File: config.mk
export PLATFORM = sky130hd
export DESIGN_NAME = seq_div
export DESIGN_NICKNAME = d
export VERILOG_FILES = /design/src/rtl/div_pkg.sv /design/src/rtl/seq_div_fa32.sv /design/src/rtl/seq_div.sv
export SDC_FILE = /design/constraint.sdc
export NUM_CORES = 1
export LEC_CHECK = 0
export BUFFER_PORTS_ARGS = -buffer_cell sky130_fd_sc_hd__clkbuf_2
export CORE_MARGIN = 2
export CORE_UTILIZATION = 56
export CTS_CLUSTER_SIZE = 12
export DETAILED_ROUTE_END_ITERATION = 7
export HOLD_SLACK_MARGIN = 0.06
export PLACE_DENSITY_LB_ADDON = 0.3
export SLEW_MARGIN = 10
export SYNTH_ARGS = -nofsm -noshare
export SYNTH_HDL_FRONTEND = slang
export SYNTH_SLANG_ARGS = --single-unit
export TNS_END_PERCENT = 50
File: constraint.sdc
create_clock -name clk -period 3.4 [get_ports clk]
set_input_delay 0.51 -clock clk [delete_from_list [all_inputs] [get_ports clk]]
set_output_delay 0.51 -clock clk [all_outputs]
set_load 0.01 [all_outputs]
File: src/rtl/div_pkg.sv
// div_pkg: shared types and constants for the sequential divider.
package div_pkg;
  typedef enum logic [1:0] {IDLE, BUSY, DONE} div_state_t;
  localparam int CNT_W = $clog2(16) + 1;
  localparam int FA_W = 32;
endpackage

File: src/rtl/seq_div_fa32.sv
// fa32: 32-bit adder with carry in/out, used as the divider's trial subtractor.
module fa32
  import div_pkg::*;
(
  input  logic [FA_W-1:0] a,
  input  logic [FA_W-1:0] b,
  input  logic            cin,
  output logic [FA_W-1:0] sum,
  output logic            cout
);
  assign {cout, sum} = {1'b0, a} + {1'b0, b} + {{FA_W{1'b0}}, cin};
endmodule

File: src/rtl/seq_div.sv
// seq_div: sequential restoring divider, 2W/W -> W quotient and W remainder, one bit per cycle.
module seq_div
  import div_pkg::*;
#(
  parameter int WIDTH = 16
) (
  input  logic               clk,
  input  logic               reset,
  input  logic               start,
  input  logic [2*WIDTH-1:0] dividend,
  input  logic [WIDTH-1:0]   divisor,
  output logic               ready,
  output logic [WIDTH-1:0]   quotient,
  output logic [WIDTH-1:0]   remainder,
  output logic               div_by_zero,
  output logic               overflow
);
  localparam int W = WIDTH;
  div_state_t state;
  logic [W:0] rem_reg, t, diff;
  logic [W-1:0] q_reg, dsr_reg, hi;
  logic [CNT_W-1:0] cnt;
  logic [FA_W-1:0] sum;
  logic dbz, ovf, no_borrow, ok, unused_bits;
  assign hi = dividend[2*W-1:W];
  assign t = {rem_reg[W-1:0], q_reg[W-1]};
  // Subtract via a + ~b + 1; carry out means the trial subtraction did not borrow.
  fa32 u_sub (
    .a   (FA_W'(t)),
    .b   (~FA_W'(dsr_reg)),
    .cin (1'b1),
    .sum (sum),
    .cout(no_borrow)
  );
  assign diff = sum[W:0];
  assign unused_bits = ^{sum[FA_W-1:W+1], rem_reg[W]};
  always_ff @(posedge clk) begin
    if (reset) begin
      state   <= IDLE;
      rem_reg <= '0;
      q_reg   <= '0;
      dsr_reg <= '0;
      cnt     <= '0;
      dbz     <= 1'b0;
      ovf     <= 1'b0;
    end else if (start) begin
      rem_reg <= {1'b0, hi};
      q_reg   <= dividend[W-1:0];
      dsr_reg <= divisor;
      cnt     <= '0;
      dbz     <= divisor == '0;
      ovf     <= divisor != '0 && hi >= divisor;
      state   <= (divisor == '0 || hi >= divisor) ? DONE : BUSY;
    end else if (state == BUSY) begin
      rem_reg <= no_borrow ? diff : t;
      q_reg   <= {q_reg[W-2:0], no_borrow};
      cnt     <= cnt + CNT_W'(1);
      if (cnt == CNT_W'(W - 1)) state <= DONE;
    end
  end
  assign ready = state == DONE;
  assign ok = ready && !dbz && !ovf;
  assign quotient = ok ? q_reg : '0;
  assign remainder = ok ? rem_reg[W-1:0] : '0;
  assign div_by_zero = ready && dbz;
  assign overflow = ready && ovf;
endmodule

# --- Word level (Yosys, flattened, before mapping) ---
# Cells that the tools add are included.
word_totals:
  out_inout_bits: 35
  reg_bits: 57
classes:
  mux: 11
  magnitude_cmp: 1
  n_addsub: 3
  n_reduce_logical: 14
  eq_ne: 3
  bitwise_logic: 1
op_table:
  columns: ["op", "n"]
  rows:
  - ["16-bit two-way mux", 7]
  - ["17-bit by 32-bit adder with 33-bit output", 1]
  - ["33-bit by 1-bit adder with 33-bit output, second input constant", 1]
  - ["16-bit inverter with 32-bit output", 1]
  - ["16-bit greater-or-equal comparator", 1]
  - ["16-bit logical NOT", 1]
  - ["16-bit nonzero test", 1]
  - ["2-bit two-way mux", 4]
  - ["5-bit by 1-bit adder with 5-bit output, second input constant", 1]
  - ["5-bit by 4-bit == test with 1-bit output, second input constant", 1]
  - ["1-bit logical AND", 5]
  - ["2-bit nonzero test", 2]
  - ["2-bit by 1-bit == test with 1-bit output, second input constant", 1]
  - ["2-bit == test, second input constant", 1]
  - ["1-bit logical NOT", 2]
  - ["2-bit AND reduction", 1]
  - ["2-bit OR reduction", 1]
  - ["1-bit logical OR", 1]

# --- Depth between registers and ports, before layout ---
depth:
  word_depth: 6
  mapped_depth: 11
  depth_no_buf: 10

# --- Hierarchy ---
# Synthesis repeated with hierarchy kept, for this count alone.
hier_totals:
  hier_cells: 662
  hier_area_um2: 5097.4
by_module_without_submodules:
  columns: ["module", "cells_per_inst", "instances", "area_each_um2", "seq_area_each_um2"]
  rows:
  - ["seq_div", 403, 1, 3243.1, 1141.1]
  - ["fa32", 259, 1, 1854.3, 0.0]

# --- Least setup slack after synthesis ---
# Ideal clock, no wire load.
synth_timing:
  kind: "register -> register"
  startpoint: "reg q_reg[15]"
  endpoint: "reg rem_reg[0]"
  arrival_ps: 2414
  slack_ps: 898
  required_time_ps: 3312
  stages_incl_launch_ff: 11
  cell_sequence: "dfxtp_1 -> inv_1 -> ha_1 -> fa_1 -> nand2b_1 -> a21o_1 -> a31oi_4 -> a31oi_4 -> o21ai_4 -> mux2_1 -> o32ai_2"
synth_between:
  elab_chain_len: 5
synth_rtl:
  columns: ["element", "line", "rtl"]
  rows:
  - ["from (decl)", "seq_div.sv:21", "logic [W-1:0] q_reg, dsr_reg, hi;"]
  - ["from (signal assigned)", "seq_div.sv:48", "q_reg <= dividend[W-1:0];"]
  - ["from (signal assigned)", "seq_div.sv:56", "q_reg <= {q_reg[W-2:0], no_borrow};"]
  - ["17-bit by 32-bit adder with 33-bit output", "seq_div_fa32.sv:11", "assign {cout, sum} = {1'b0, a} + {1'b0, b} + {{FA_W{1'b0}}, cin};"]
  - ["33-bit by 1-bit adder with 33-bit output", "seq_div_fa32.sv:11", null]
  - ["16-bit two-way mux (*)", "seq_div.sv:55", "rem_reg <= no_borrow ? diff : t;"]
  - ["16-bit two-way mux (*)", "seq_div.sv:54", "end else if (state == BUSY) begin"]
  - ["16-bit two-way mux (*)", "seq_div.sv:46", "end else if (start) begin"]
  - ["to (signal assigned)", "seq_div.sv:47", "rem_reg <= {1'b0, hi};"]
  - ["to (signal assigned)", "seq_div.sv:55", null]
  - ["to (decl)", "seq_div.sv:20", "logic [W:0] rem_reg, t, diff;"]
# Mark *: on every way between the ends. The rest lies on a longest branch, timed or not. The select of a mux whose other input is x is not followed.
# A chain may end at the register's enable or synchronous reset.

# --- Worst setup path after layout ---
layout_timing:
  startpoint: "reg q_reg[15]"
  endpoint: "reg rem_reg[14]"
layout_between:
  elab_chain_len: 5
layout_rtl:
  columns: ["element", "line"]
  rows:
  - ["17-bit by 32-bit adder with 33-bit output", "seq_div_fa32.sv:11"]
  - ["33-bit by 1-bit adder with 33-bit output", "seq_div_fa32.sv:11"]
  - ["16-bit two-way mux", "seq_div.sv:55"]
  - ["16-bit two-way mux", "seq_div.sv:54"]
  - ["16-bit two-way mux", "seq_div.sv:46"]
# No other way between the ends. The select of a mux whose other input is x is not followed.

==> metrics.csv <==
metric,value,unit
status,"finished, final reports clean",
GRT overflow,0,
number of top-level pins,86,
CTS buffer count,9,
CTS Hold Buffers Added,0,
Inserted Diodes,0,
period utilisation layout,0.886,
DR iter-0 viols,245,
"Async S/R FF share, synth",0,
RSZ-0062 raised after global routing,no,
share of cells above drive strength 1,0.196,
Post-synth EDFFs,0,
nature of the critical path endpoint,flop,
die height,89.7,um
# rows,31,
post-synthesis sequential area ratio,0.277,
Vias,4001,
P_leak,2.30,nW
CORE AREA,7180,sq um
kind of critical path,reg2reg,
Avg Vias per Cell,5.60,
Post-CTS Resized,0,
Filler cells,607,
critical path arrival,3.20,ns
"Setup Fix Bufs, Post-CTS",0,
Slew headroom,0.267,
number of port buffers,85,
Routed Antenna Nets,0,
initial antenna violation count,0,
Worst EP required,3.59,ns
routed wire length,10500,um
clock-pin slew on the worst setup and hold paths,0.07,ns
Netlist cell types,46,
Least-Margin Pin Slew,1.09,ns
final core occ,0.677,
most frequent CP cell,a31oi_4,
vias in the first global route,3606,
max cap viols,0,
mapped cell area,4110,sq um
Peak Freq,332,MHz
critical path peak fanout,11,
global-route wire length before repair,16300,um
TritonCTS clock tree,built,
"flops & latches, synth",57,
Avg WL per Cell,14.7,um
CP cell instances,inv_1 -> ha_1 -> fa_1 -> nand2b_1 -> a21o_1 -> a31oi_4 -> a31oi_4 -> o21ai_4 -> buf_4 -> mux2i_1 -> a211oi_1,
gpl congestion,0.920,
Layout Nets,697,
Die ar.,8050,sq um
clock tree sinks,57,
DRT Pass-1 Iters,5,
final hold vios,0,
Yosys Warn Count,0,
crit start category,flop,
top_reg_cell synth,dfxtp_1,
GRT Overall Usage,0.262,
worst clock skew,0.00944,ns
Initial Utilization,0.573,
worst-skew pair later-pin latency,0.34,ns
Final HPWL DP,7760,um
register area,1140,sq um
"Max stage delay cell, worst path",o21ai_4,
DR DRC count,0,
Die X,89.7,um
syn_area_per_cell,7.66,sq um
multi-input logic area,2670,sq um
Hold Path Class,in2reg,
H-tree level count,3,
final-report max-slew violation count,0,
Worst VDD drop,0.299,mV
setup tns final,0,ns
CP bufs+invs,2,
CTS Buffer Depth,2,
Gate Count Post-Synth,537,
Final min period,3.01,ns
CTS root buf,clkbuf_8,
pwr/cell area,509,nW/um^2
pin count of the biggest net entering global routing,50,
critical path's top delay family,compound AO/OA/AOI/OAI gates,
"slowest stage delay, CP",0.49,ns
final setup fails,0,
Syn Nets,623,
P&R area growth vs syn,18.0,%
==> metal layers <==
metal	vias to the layer above	wire, um	track usage
met3	22	605	0.0649
met1	1862	4540	0.319
met4	0	277	0.100
met2	121	5070	0.443
met5	-	0	0
li1	1996	-	-
==> worst paths after layout <==
path	slack (ns)	depth (start not counted)	start	end
max reg2reg	0.39	11	q_reg[15]$_SDFFE_PP0P_	rem_reg[14]$_SDFFE_PP0P_
max	0.39	11	q_reg[15]$_SDFFE_PP0P_	rem_reg[14]$_SDFFE_PP0P_
min reg2reg	0.49	2	cnt[1]$_SDFFE_PP0P_	cnt[1]$_SDFFE_PP0P_
min	0.40	3	dividend[8]	q_reg[8]$_SDFFE_PP0P_
==> cells in the final DEF, fill, tap and decap left out, types with 3 or more instances in the layout <==
| cell | synthesis | routed |
|---|---|---|
| a211oi_1 | 5 | 5 |
| a21o_1 | 6 | 6 |
| a21oi_1 | 90 | 90 |
| and2_1 | 37 | 37 |
| buf_4 | 0 | 9 |
| bufinv_16 | 0 | 3 |
| clkbuf_2 | 0 | 84 |
| clkbuf_8 | 0 | 10 |
| dfxtp_1 | 57 | 57 |
| ha_1 | 34 | 34 |
| inv_1 | 50 | 50 |
| mux2i_1 | 28 | 28 |
| nand2_1 | 43 | 43 |
| nand2b_1 | 9 | 9 |
| nand4_1 | 5 | 5 |
| nor2_1 | 46 | 46 |
| nor2b_1 | 4 | 3 |
| nor3_1 | 5 | 5 |
| nor4_1 | 4 | 4 |
| o211ai_1 | 3 | 3 |
| o21a_1 | 6 | 6 |
| o21ai_0 | 17 | 17 |
| o31ai_1 | 14 | 14 |
| or3_1 | 4 | 4 |
| xnor2_1 | 9 | 9 |
| xor2_1 | 8 | 8 |
==> cell type report <==
type                    instances  share of cell area
clock inverters                 5              0.0211
multi-input cells             400               0.550
inverters                      50              0.0387
repair buffers                 93               0.101
flip-flops and latches         57               0.235
well taps                      99              0.0255
clock buffers                  11              0.0291
==> power breakdown <==
group	internal [W]	switching, W	leakage [nW]	total, W
registers	0.000724	0.0000575	0.470	0.000781
clock network	0.000506	0.000280	0.120	0.000786
logic	0.000397	0.000507	1.71	0.000904
==> Yosys cell counts, drive strengths merged, types with 7 or more instances <==
cell type  number  area (sq um)
a211oi          7          70.1
a21oi          90           450
and2           37           231
clkbuf         24          90.1
dfxtp          57          1140
ha             34           425
inv            50           188
mux2i          28           280
nand2          43           161
nand2b          9          56.3
nor2           46           173
o21ai          19           106
o31ai          14           105
xnor2           9          78.8
xor2            8          70.1
==> worst reg2reg max path, cell delays in order, from the launching register on <==
cell      delay (ns)
dfxtp_1         0.35
inv_1           0.09
ha_1            0.23
fa_1            0.40
nand2b_1        0.20
a21o_1          0.20
a31oi_4         0.18
a31oi_4         0.14
o21ai_4         0.49
buf_4           0.26
mux2i_1         0.24
a211oi_1        0.10
==> stage by stage <==
stage / setup WS, ns / cell area, sq um / instances / hold WS, ns / total power (W)
floorplan: 0.898 / 4110 / 537 / 0.440 / 0.00148
global placement: 0.636 / 4610 / 699 / 0.463 / 0.00165
detailed placement: 0.455 / 4610 / 699 / 0.483 / 0.00168
CTS: 0.427 / 4850 / 715 / 0.399 / 0.00247
global route: 0.271 / 4850 / 715 / 0.401 / 0.00260
finish: 0.387 / 4850 / 715 / 0.401 / 0.00247
==> cells by family (layout without fill, tap and decap cells) <==
kind of cell               Yosys count  in the layout  synth area share
xor gates and xnor gates            17             17            0.0362
AOI/OAI and AO/OA                  157            157             0.239
and+or+nand+nor                    160            160             0.188
buffers and inverters               80            159            0.0751
adders and majority gates           35             35             0.108
muxes                               31             31            0.0764
DFF                                 57             57             0.277
No activity file was read; power rests on OpenSTA's default activity.
